==> src/rtl/uart_pkg.sv <==
// rtl/uart_pkg.sv - shared UART constants and state encoding (RX and TX).
// UART_RX_PARITY_EN adds the PARITY state.
package uart_pkg;

  localparam int   DATA_BITS = 8;
  localparam logic RXD_IDLE  = 1'b1;

  localparam logic [2:0] ST_IDLE    = 3'd0;
  localparam logic [2:0] ST_START   = 3'd1;
  localparam logic [2:0] ST_DATA    = 3'd2;
  localparam logic [2:0] ST_STOP    = 3'd3;
  localparam logic [2:0] ST_WAIT_HI = 3'd4;
  localparam logic [2:0] ST_PARITY  = 3'd5;

  typedef enum logic [2:0] {
    IDLE    = ST_IDLE,
    START   = ST_START,
    DATA    = ST_DATA,
    STOP    = ST_STOP,
`ifdef UART_RX_PARITY_EN
    PARITY  = ST_PARITY,
`endif
    WAIT_HI = ST_WAIT_HI
  } rx_state_t;

endpackage

==> src/rtl/sync2.sv <==
// rtl/sync2.sv - two-flop synchronizer for a single asynchronous bit.
module sync2 #(
  parameter logic RESET_VAL = 1'b1
) (
  input  logic clk,
  input  logic rst_n,
  input  logic d,
  output logic q
);

  logic meta;

  always_ff @(posedge clk or negedge rst_n) begin
    if (!rst_n) begin
      meta <= RESET_VAL;
      q    <= RESET_VAL;
    end else begin
      meta <= d;
      q    <= meta;
    end
  end

endmodule

==> src/rtl/uart_rx.sv <==
// rtl/uart_rx.sv - 8N1 UART receiver with valid/ready output and overrun flag.
// UART_RX_PARITY_EN adds an even-parity bit and the parity_err port.
module uart_rx
  import uart_pkg::*;
#(
  parameter int CLKS_PER_BIT = 16
) (
  input  logic       CLK,
  input  logic       reset,
  input  logic       RXD,
  output logic [7:0] out_data,
  output logic       out_valid,
  input  logic       out_ready,
  output logic       frame_err,
`ifdef UART_RX_PARITY_EN
  output logic       parity_err,
`endif
  output logic       overrun,
  input  logic       ovr_clr
);

  localparam int CW = $clog2(CLKS_PER_BIT + 1);
  localparam logic [CW-1:0] CNT_FULL = CW'(CLKS_PER_BIT);
  localparam logic [CW-1:0] CNT_HALF = CW'(CLKS_PER_BIT / 2);
  localparam logic [CW-1:0] CNT_ONE  = CW'(1);

  rx_state_t            state, state_nxt;
  logic                 rxs;
  logic [CW-1:0]        cnt;
  logic [2:0]           bit_idx;
  logic [DATA_BITS-1:0] shreg;
  logic                 expire;
  logic                 load_half, load_full, shift_en, deliver, ferr_set;
`ifdef UART_RX_PARITY_EN
  logic                 par_bad, par_capture, perr_set;
`endif

  sync2 #(.RESET_VAL(RXD_IDLE)) u_sync (
    .clk   (CLK),
    .rst_n (reset),
    .d     (RXD),
    .q     (rxs)
  );

  // Expiry is the cycle the counter reads 1, so each bit is sampled exactly
  // CLKS_PER_BIT cycles after the previous one.
  assign expire = (cnt == CNT_ONE);

  always_ff @(posedge CLK or negedge reset) begin
    if (!reset) state <= IDLE;
    else        state <= state_nxt;
  end

  always_comb begin
    state_nxt = state;
    load_half = 1'b0;
    load_full = 1'b0;
    shift_en  = 1'b0;
    deliver   = 1'b0;
    ferr_set  = 1'b0;
`ifdef UART_RX_PARITY_EN
    par_capture = 1'b0;
    perr_set    = 1'b0;
`endif
    case (state)
      IDLE: begin
        if (rxs != RXD_IDLE) begin
          state_nxt = START;
          load_half = 1'b1;
        end
      end
      START: begin
        if (expire) begin
          load_full = 1'b1;
          state_nxt = (rxs == RXD_IDLE) ? IDLE : DATA;
        end
      end
      DATA: begin
        if (expire) begin
          shift_en  = 1'b1;
          load_full = 1'b1;
          if (bit_idx == 3'(DATA_BITS - 1)) begin
`ifdef UART_RX_PARITY_EN
            state_nxt = PARITY;
`else
            state_nxt = STOP;
`endif
          end
        end
      end
`ifdef UART_RX_PARITY_EN
      PARITY: begin
        if (expire) begin
          par_capture = 1'b1;
          load_full   = 1'b1;
          state_nxt   = STOP;
        end
      end
`endif
      STOP: begin
        if (expire) begin
          load_full = 1'b1;
          if (rxs == RXD_IDLE) begin
            state_nxt = IDLE;
`ifdef UART_RX_PARITY_EN
            deliver   = !par_bad;
            ferr_set  = par_bad;
`else
            deliver   = 1'b1;
`endif
          end else begin
            state_nxt = WAIT_HI;
            ferr_set  = 1'b1;
          end
`ifdef UART_RX_PARITY_EN
          perr_set = par_bad;
`endif
        end
      end
      WAIT_HI: begin
        if (rxs == RXD_IDLE) state_nxt = IDLE;
      end
      default: state_nxt = IDLE;
    endcase
  end

  always_ff @(posedge CLK or negedge reset) begin
    if (!reset) begin
      cnt       <= '0;
      bit_idx   <= '0;
      shreg     <= '0;
      out_data  <= '0;
      out_valid <= 1'b0;
      frame_err <= 1'b0;
      overrun   <= 1'b0;
`ifdef UART_RX_PARITY_EN
      par_bad    <= 1'b0;
      parity_err <= 1'b0;
`endif
    end else begin
      if (load_half)      cnt <= CNT_HALF;
      else if (load_full) cnt <= CNT_FULL;
      else if (cnt != '0) cnt <= cnt - CNT_ONE;

      if (load_half)     bit_idx <= '0;
      else if (shift_en) bit_idx <= bit_idx + 3'd1;

      if (shift_en) shreg <= {rxs, shreg[DATA_BITS-1:1]};

      frame_err <= ferr_set;
`ifdef UART_RX_PARITY_EN
      if (par_capture) par_bad <= ^{shreg, rxs};
      parity_err <= perr_set;
`endif

      // A new overrun wins over a simultaneous clear.
      if (deliver && out_valid && !out_ready) overrun <= 1'b1;
      else if (ovr_clr)                       overrun <= 1'b0;

      if (deliver && (!out_valid || out_ready)) begin
        out_data  <= shreg;
        out_valid <= 1'b1;
      end else if (out_ready) begin
        out_valid <= 1'b0;
      end
    end
  end

endmodule

==> config.mk <==
export PLATFORM = sky130hd
export DESIGN_NAME = uart_rx
export DESIGN_NICKNAME = d
export VERILOG_FILES = /design/src/rtl/uart_pkg.sv /design/src/rtl/sync2.sv /design/src/rtl/uart_rx.sv
export SDC_FILE = /design/constraint.sdc
export NUM_CORES = 1
export LEC_CHECK = 0
export CAP_MARGIN = 20
export CORE_UTILIZATION = 55
export CTS_CLUSTER_DIAMETER = 200
export DETAILED_ROUTE_END_ITERATION = 7
export HOLD_SLACK_MARGIN = 0.05
export PLACE_DENSITY = 0.78
export SLEW_MARGIN = 40
export SYNTH_ARGS = -nofsm -noshare
export SYNTH_HDL_FRONTEND = slang
export SYNTH_SLANG_ARGS = --single-unit
export TNS_END_PERCENT = 30
==> constraint.sdc <==
create_clock -name CLK -period 4.8 [get_ports CLK]
set_input_delay 0.96 -clock CLK [delete_from_list [all_inputs] [get_ports CLK]]
set_output_delay 0.96 -clock CLK [all_outputs]
set_load 0.02 [all_outputs]
==> results of run 1 <==
-- metrics by stage --
| stage | total power, mW | cell area, um^2 | worst slack (ns) |
|---|---|---|---|
| after floorplan | 0.490 | 1410 | 2.92 |
| after detailed placement | 0.541 | 1590 | 2.25 |
| after CTS | 0.740 | 1670 | 2.51 |
| final | 0.737 | 1680 | 2.53 |
| after global routing | 0.784 | 1680 | 2.46 |
| after global placement | 0.528 | 1590 | 2.34 |
-- cell usage after synthesis (all sizes together), types with 2 or more instances --
cell,instances
a21oi,2
xnor2,2
inv,4
dfstp,2
dfrtp,30
a211oi,3
and2,3
ha,5
clkbuf,2
nand2,3
nor3,3
nor2,4
nor4b,2
nand3,3
buf,2
mux2,19
o31ai,2
-- worst register-to-register path: stages (launching register included) --
cell and delay [ns]:
dfrtp_1 0.40, inv_1 0.13, ha_1 0.20, nor4b_4 0.38, and3_1 0.56, mux2_2 0.41
-- layout make-up --
class | count | area, um^2 | area share
sequential | 32 | 803 | 0.479
multi-input combinational | 67 | 582 | 0.347
timing repair buffer | 16 | 158 | 0.0941
clock inverter | 3 | 42.5 | 0.0254
clock buffer | 5 | 37.5 | 0.0224
tap | 30 | 37.5 | 0.0224
inverter | 4 | 15.0 | 0.00896
-- report_power, final --
group          switching (mW)  leakage [nW]  internal (mW)
combinational          0.0847         0.306         0.0924
clock                  0.0893        0.0412          0.109
sequential             0.0525         0.424          0.310
total                   0.226         0.771          0.511
-- flip-flops by register name, summed over array words and instances (netlist names), 3 cells and up --
signal	flops
out_data	8
shreg	8
cnt	5
bit_idx	3
state	3
-- worst paths after layout --
| kind | end | cells past startpoint |
|---|---|---|
| worst max-delay path | out_data[0] | 1 |
| worst min-delay path | u_sync.q | 0 |
| worst max register to register | shreg[0] | 5 |
| worst min register to register | u_sync.q | 0 |
| max in group asynchronous | u_sync.meta | 2 |
| min in group asynchronous | cnt[2] | 2 |
-- metal layers --
metal | share of wire | vias to the layer above
li1 | - | 426
met1 | 0.48 | 424
met2 | 0.48 | 15
met3 | 0.031 | 2
met4 | 0.0069 | 0
met5 | 0 | -
-- kinds of logic after synthesis --
logic type      share of synthesized area
xor+xnor                           0.0124
buf+inv                            0.0248
flops                               0.568
compound gates                     0.0602
simple gates                        0.132
fa+ha+maj                          0.0442
mux                                 0.158
==> results by group, run 1 <==
Status
  – Status: finished, final reports clean

Worst setup path
  – Crit path DAT: 1.31 ns
  – CP delay by family, top: buffers and inverters
  – Slowest CP cell: clkdlybuf4s50_1
  – WP buf/inv: 1
  – R2r setup slk: 2.63 ns
  – Required @ worst endpoint: 3.84 ns
  – Worst setup EP type: primary output
  – Worst stage delay on the critical path: 0.61 ns
  – Worst r2r src: cnt[1]
  – CP Class: reg -> out
  – Critical path, cell by cell: clkdlybuf4s50_1
  – Type of origin of the critical path: flop
  – Crit Path Max Fanout: 2
  – CP startpoint: out_data[0]

Detailed routing
  – Post-route ant nets: 0
  – Drt total wl: 2.32 mm
  – DR DRC count: 0
  – Drt wl/cell: 14.8 um
  – Drt initial violations: 15
  – Post-DR vias/cell: 5.52
  – Drt first pass iters: 4
  – DR vias: 867

Min path
  – Min-delay src: u_sync.meta
  – Hold Path Class: reg -> reg

GRT
  – M3 GR Usage: 0.0609
  – Largest net degree at the start of global routing: 33
  – Number of global-route vias before repair: 871
  – Global-route wire length before repair: 3.82 mm
  – Overflow after GRT: 0
  – GR peak layer: met2
  – GRT Total Usage: 0.199
  – Routing usage on met1: 0.251
  – Antenna violations before repair: 0
  – Met2 GRT Util: 0.310

Floorplan
  – Io pins: 16
  – DIE AREA: 2780 um^2
  – Die W: 52.7 um
  – Initial core utilization: 0.576
  – Rows: 18
  – Area of the core: 2450 um^2
  – Die Y-Extent: 52.7 um

Pwr
  – Pwr/cell area: 440 nW/um^2
  – P_leak: 0.771 nW
  – Worst vdd ir: 0.000386 V

Job
  – Max-cap violations: 0

Timing
  – Period utilization: 0.472
  – Final hold slack: 0.361 ns
  – Setup TNS: 0 ns
  – Final max-slew violation count: 0
  – Final setup fails: 0
  – Final hold violation count: 0
  – Worst Clk Skew: 0.00392 ns
  – Worst-Margin Slew: 0.523 ns
  – RSZ-0062 raised after global routing: no
  – Min Tclk post-route: 2.27 ns
  – Rel. slew slack: 0.652
  – Peak Freq: 0.441 GHz

Clocking
  – Post-CTS Repair Setup Buffers: 0
  – Htree depth: 2
  – Post-cts sizing count: 0
  – Worst-Skew Late Latency: 0.32 ns
  – Clock root buffer: clkbuf_4
  – Hold-fix buffers at CTS: 0
  – CTS buffer count: 5
  – # clock sinks: 32
  – Clk slew on worst S/H paths: 0.10 ns
  – Clock buffer depth: 2
  – CTS tree: yes

Yosys
  – Yosys warning count: 0
  – Syn_area_per_cell: 13.2 um^2
  – Mapped cell area: 1410 um^2
  – Synth area leader: dfrtp_1
  – Yosys top cell area share: 0.531
  – Yosys reg bits: 32
  – Post-Syn Instances: 107
  – Ys flop type: dfrtp_1
  – Synth top area cells: dfrtp_1 53%, mux2_2 15%, ha_1 4.4%, dfstp_2 3.7%, nor4b_4 1.7%
  – Seq/Total Area, Yosys: 0.568
  – Synth cell types: 36
  – Number of synthesized flops with an enable pin: 0
  – Post-Syn Nets: 117
  – Async SR Flop Fraction: 1.00

Cells and area
  – Ratio of cells with drive above 1 in the final layout: 0.268
  – Commonest non-fill, non-tap cell in the layout: dfrtp_1
  – Antenna diode count: 0
  – Commonest cells after routing, fill and taps aside: 30 x dfrtp_1, 19 x mux2_2, 15 x clkdlybuf4s50_1, 5 x ha_1, 5 x clkbuf_4
  – Non-Filler Instances: 157
  – Layout Area Growth over Synthesis: 18.5%
  – Fin nets: 136
  – Util after Layout: 0.682
  – # fillers: 195

Place
  – Detailed placement HPWL: 1.65 mm
  – IO buf count: 15
  – Placed cells: 149
  – GPL Wtd Cong: 0.803
Note: power is estimated with default switching activity, not from simulation.
==> inputs of run 2 (changes only) <==
--- a/config.mk
+++ b/config.mk
@@ -6,11 +6,11 @@
 export NUM_CORES = 1
 export LEC_CHECK = 0
 export CAP_MARGIN = 20
-export CORE_UTILIZATION = 55
+export CORE_UTILIZATION = 49
 export CTS_CLUSTER_DIAMETER = 200
 export DETAILED_ROUTE_END_ITERATION = 7
 export HOLD_SLACK_MARGIN = 0.05
-export PLACE_DENSITY = 0.78
+export PLACE_DENSITY = 0.74
 export SLEW_MARGIN = 40
 export SYNTH_ARGS = -nofsm -noshare
 export SYNTH_HDL_FRONTEND = slang
==> constraint.sdc (replaced) <==
create_clock -name CLK -period 2 [get_ports CLK]
set_input_delay 0.4 -clock CLK [delete_from_list [all_inputs] [get_ports CLK]]
set_output_delay 0.4 -clock CLK [all_outputs]
set_load 0.02 [all_outputs]
==> run 2 against run 1 <==
Compared with the run above: clock-buffer cell count increased by 2; flip-flop and latch count did not move; clock skew hardly changed; sequential power up 140%; via count is 3.1% higher; core utilization shrank 5.0 points; critical path type is now reg -> reg; global-route usage down 2.3 points; critical path depth rose by 4; total power grew to 2.5 times the previous value; wire length shrank 1.2%.
==> results by group, run 2 (synthesized netlist as in run 1, its figures left out) <==
Status
  – Status: finished, final reports clean (unchanged)

Detailed routing
  – Post-DR vias/cell: 5.45 (was 5.52)
  – DR WL met3: 99 um (was 72 um)
  – DR DRC count: 0 (unchanged)
  – Drt initial violations: 14 (was 15)
  – Drt wl/cell: 14.0 um (was 14.8 um)
  – Drt total wl: 2.29 mm (was 2.32 mm)
  – DR vias: 894 (was 867)
  – Met2 WL: 1.10 mm (was 1.12 mm)
  – Wl on met1: 1.07 mm (was 1.11 mm)
  – Post-route ant nets: 0 (unchanged)
  – Drt first pass iters: 4 (unchanged)
  – Max Used Layer: met4 (unchanged)

Timing
  – Worst-Margin Slew: 0.514 ns (was 0.523 ns)
  – Min Tclk post-route: 1.88 ns
  – Final max-slew violation count: 0 (unchanged)
  – Final setup fails: 0 (unchanged)
  – Setup TNS: 0 ns (unchanged)
  – Final hold violation count: 0 (unchanged)
  – RSZ-0062 raised after global routing: no (unchanged)
  – Peak Freq: 0.533 GHz
  – Worst Clk Skew: 0.00372 ns (was 0.00392 ns)
  – Rel. slew slack: 0.654 (was 0.652)
  – Period utilization: 0.938

Cells and area
  – Ratio of cells with drive above 1 in the final layout: 0.293 (was 0.268)
  – Commonest cells after routing, fill and taps aside: 30 x dfrtp_1, 19 x mux2_2, 15 x clkdlybuf4s50_1, 7 x buf_4 (was 30 x dfrtp_1, 19 x mux2_2, 15 x clkdlybuf4s50_1, 5 x ha_1, 5 x clkbuf_4)
  – Commonest non-fill, non-tap cell in the layout: dfrtp_1 (unchanged)
  – Finished Cell Area: 1730 um^2 (was 1680 um^2)
  – Antenna diode count: 0 (unchanged)
  – Top flop regs: out_data x8, shreg x8, cnt x5 (unchanged)
  – Fin nets: 142 (was 136)
  – Layout Area Growth over Synthesis: 22.4% (was 18.5%)
  – # fillers: 210 (was 195)
  – Util after Layout: 0.633 (was 0.682)

Floorplan
  – Die W: 55.7 um (was 52.7 um)
  – Rows: 19 (was 18)
  – Io pins: 16 (unchanged)
  – Area of the core: 2730 um^2 (was 2450 um^2)
  – DIE AREA: 3100 um^2 (was 2780 um^2)
  – Die Y-Extent: 55.7 um (was 52.7 um)
  – Initial core utilization: 0.517 (was 0.576)

Worst setup path
  – CP delay by family, top: simple AND/OR/NAND/NOR gates (was buffers and inverters)
  – Required @ worst endpoint: 2.23 ns (was 3.84 ns)
  – Crit Path Max Fanout: 8 (was 2)
  – Slowest CP cell: and4_1 (was clkdlybuf4s50_1)
  – Critical path, cell by cell: inv_1, ha_1, nor4b_4, and4_1, mux2_2 (was clkdlybuf4s50_1)
  – Type of origin of the critical path: flop (unchanged)
  – CP Class: reg -> reg (was reg -> out)
  – Worst setup EP type: flop (was primary output)
  – Worst stage delay on the critical path: 0.48 ns (was 0.61 ns)
  – WP buf/inv: 1 (unchanged)
  – Crit path DAT: 2.10 ns (was 1.31 ns)

Min path
  – Hold Path Class: reg -> reg (unchanged)

Job
  – Max-cap violations: 0 (unchanged)

Clocking
  – Post-CTS Repair Setup Buffers: 0 (unchanged)
  – Post-cts sizing count: 0 (unchanged)
  – Hold-fix buffers at CTS: 0 (unchanged)
  – Htree depth: 2 (unchanged)
  – Clock buffer depth: 2 (unchanged)
  – CTS buffer count: 5 (unchanged)
  – Clock root buffer: clkbuf_4 (unchanged)
  – CTS tree: yes (unchanged)
  – Worst-Skew Late Latency: 0.33 ns (was 0.32 ns)
  – # clock sinks: 32 (unchanged)
  – Clk slew on worst S/H paths: 0.10 ns (about the same)

Pwr
  – P_leak: 0.812 nW (was 0.771 nW)
  – Worst vdd ir: 0.000957 V (was 0.000386 V)
  – Pwr/cell area: 1070 nW/um^2 (was 440 nW/um^2)

GRT
  – GRT Total Usage: 0.176 (was 0.199)
  – Antenna violations before repair: 0 (unchanged)
  – Global-route wire length before repair: 4.11 mm (was 3.82 mm)
  – Overflow after GRT: 0 (unchanged)
  – Largest net degree at the start of global routing: 33 (unchanged)
  – Number of global-route vias before repair: 846 (was 871)

Place
  – Detailed placement HPWL: 1.61 mm (was 1.65 mm)
  – Dpl cell area: 1640 um^2 (was 1590 um^2)
  – IO buf count: 15 (unchanged)
  – GPL Wtd Cong: 0.840 (was 0.803)
## run 2: changes by cell type in the layout (fill, tap and decap cells not counted), sizes merged
cell / delta
clkinvlp: -1
clkbuf: +2
buf: +6
clkinv: -1
## run 2: layout make-up
class / instances / area, um^2 / area share
clock buffers: 7 / 65.1 / 0.0376
well taps: 31 / 38.8 / 0.0224
multi-input cells: 67 / 576 / 0.333
repair buffers: 22 / 203 / 0.117
inverters: 4 / 15.0 / 0.00868
flip-flops and latches: 32 / 803 / 0.464
clock inverters: 1 / 30.0 / 0.0174
## run 2: worst register-to-register path, stage by stage (launching register included)
cell     delay [ns]
dfrtp_1        0.39
inv_1          0.08
ha_1           0.16
nor4b_4        0.27
and4_1         0.48
mux2_2         0.39
## run 2: routing by layer
| layer | global-route usage | up-vias |
|---|---|---|
| met1 | 0.230 | 436 |
| met2 | 0.263 | 17 |
| met3 | 0.0651 | 4 |
| met5 | 0 | - |
| met4 | 0.0750 | 0 |
| li1 | - | 437 |
## run 2: power by group
group	switching (mW)	total, mW	internal [mW]	leakage (nW)
clock network	0.218	0.550	0.332	0.0515
registers	0.119	0.862	0.743	0.424
logic	0.201	0.448	0.247	0.337
total	0.538	1.86	1.32	0.812
## run 2: final timing paths
path / start / to / slack, ns / depth (start not counted)
setup reg to reg: cnt[1] / out_data[6] / 0.12 / 5
hold / removal: u_sync.meta / u_sync.q / 0.36 / 0
setup / recovery: cnt[1] / out_data[6] / 0.12 / 5
hold reg to reg: u_sync.meta / u_sync.q / 0.36 / 0
max in group asynchronous: reset / u_sync.meta / 1.23 / 2
min in group asynchronous: reset / cnt[0] / 0.45 / 2
## run 2: through the flow
step	total power [mW]	cells	setup slack [ns]	hold slack, ns
2_1_floorplan	1.18	107	0.244	0.104
3_3_place_gp	1.31	156	0.115	0.346
3_5_place_dp	1.32	156	0.0433	0.347
4_1_cts	1.87	164	0.101	0.360
5_1_grt	1.97	164	0.0188	0.378
6_report	1.86	164	0.124	0.360
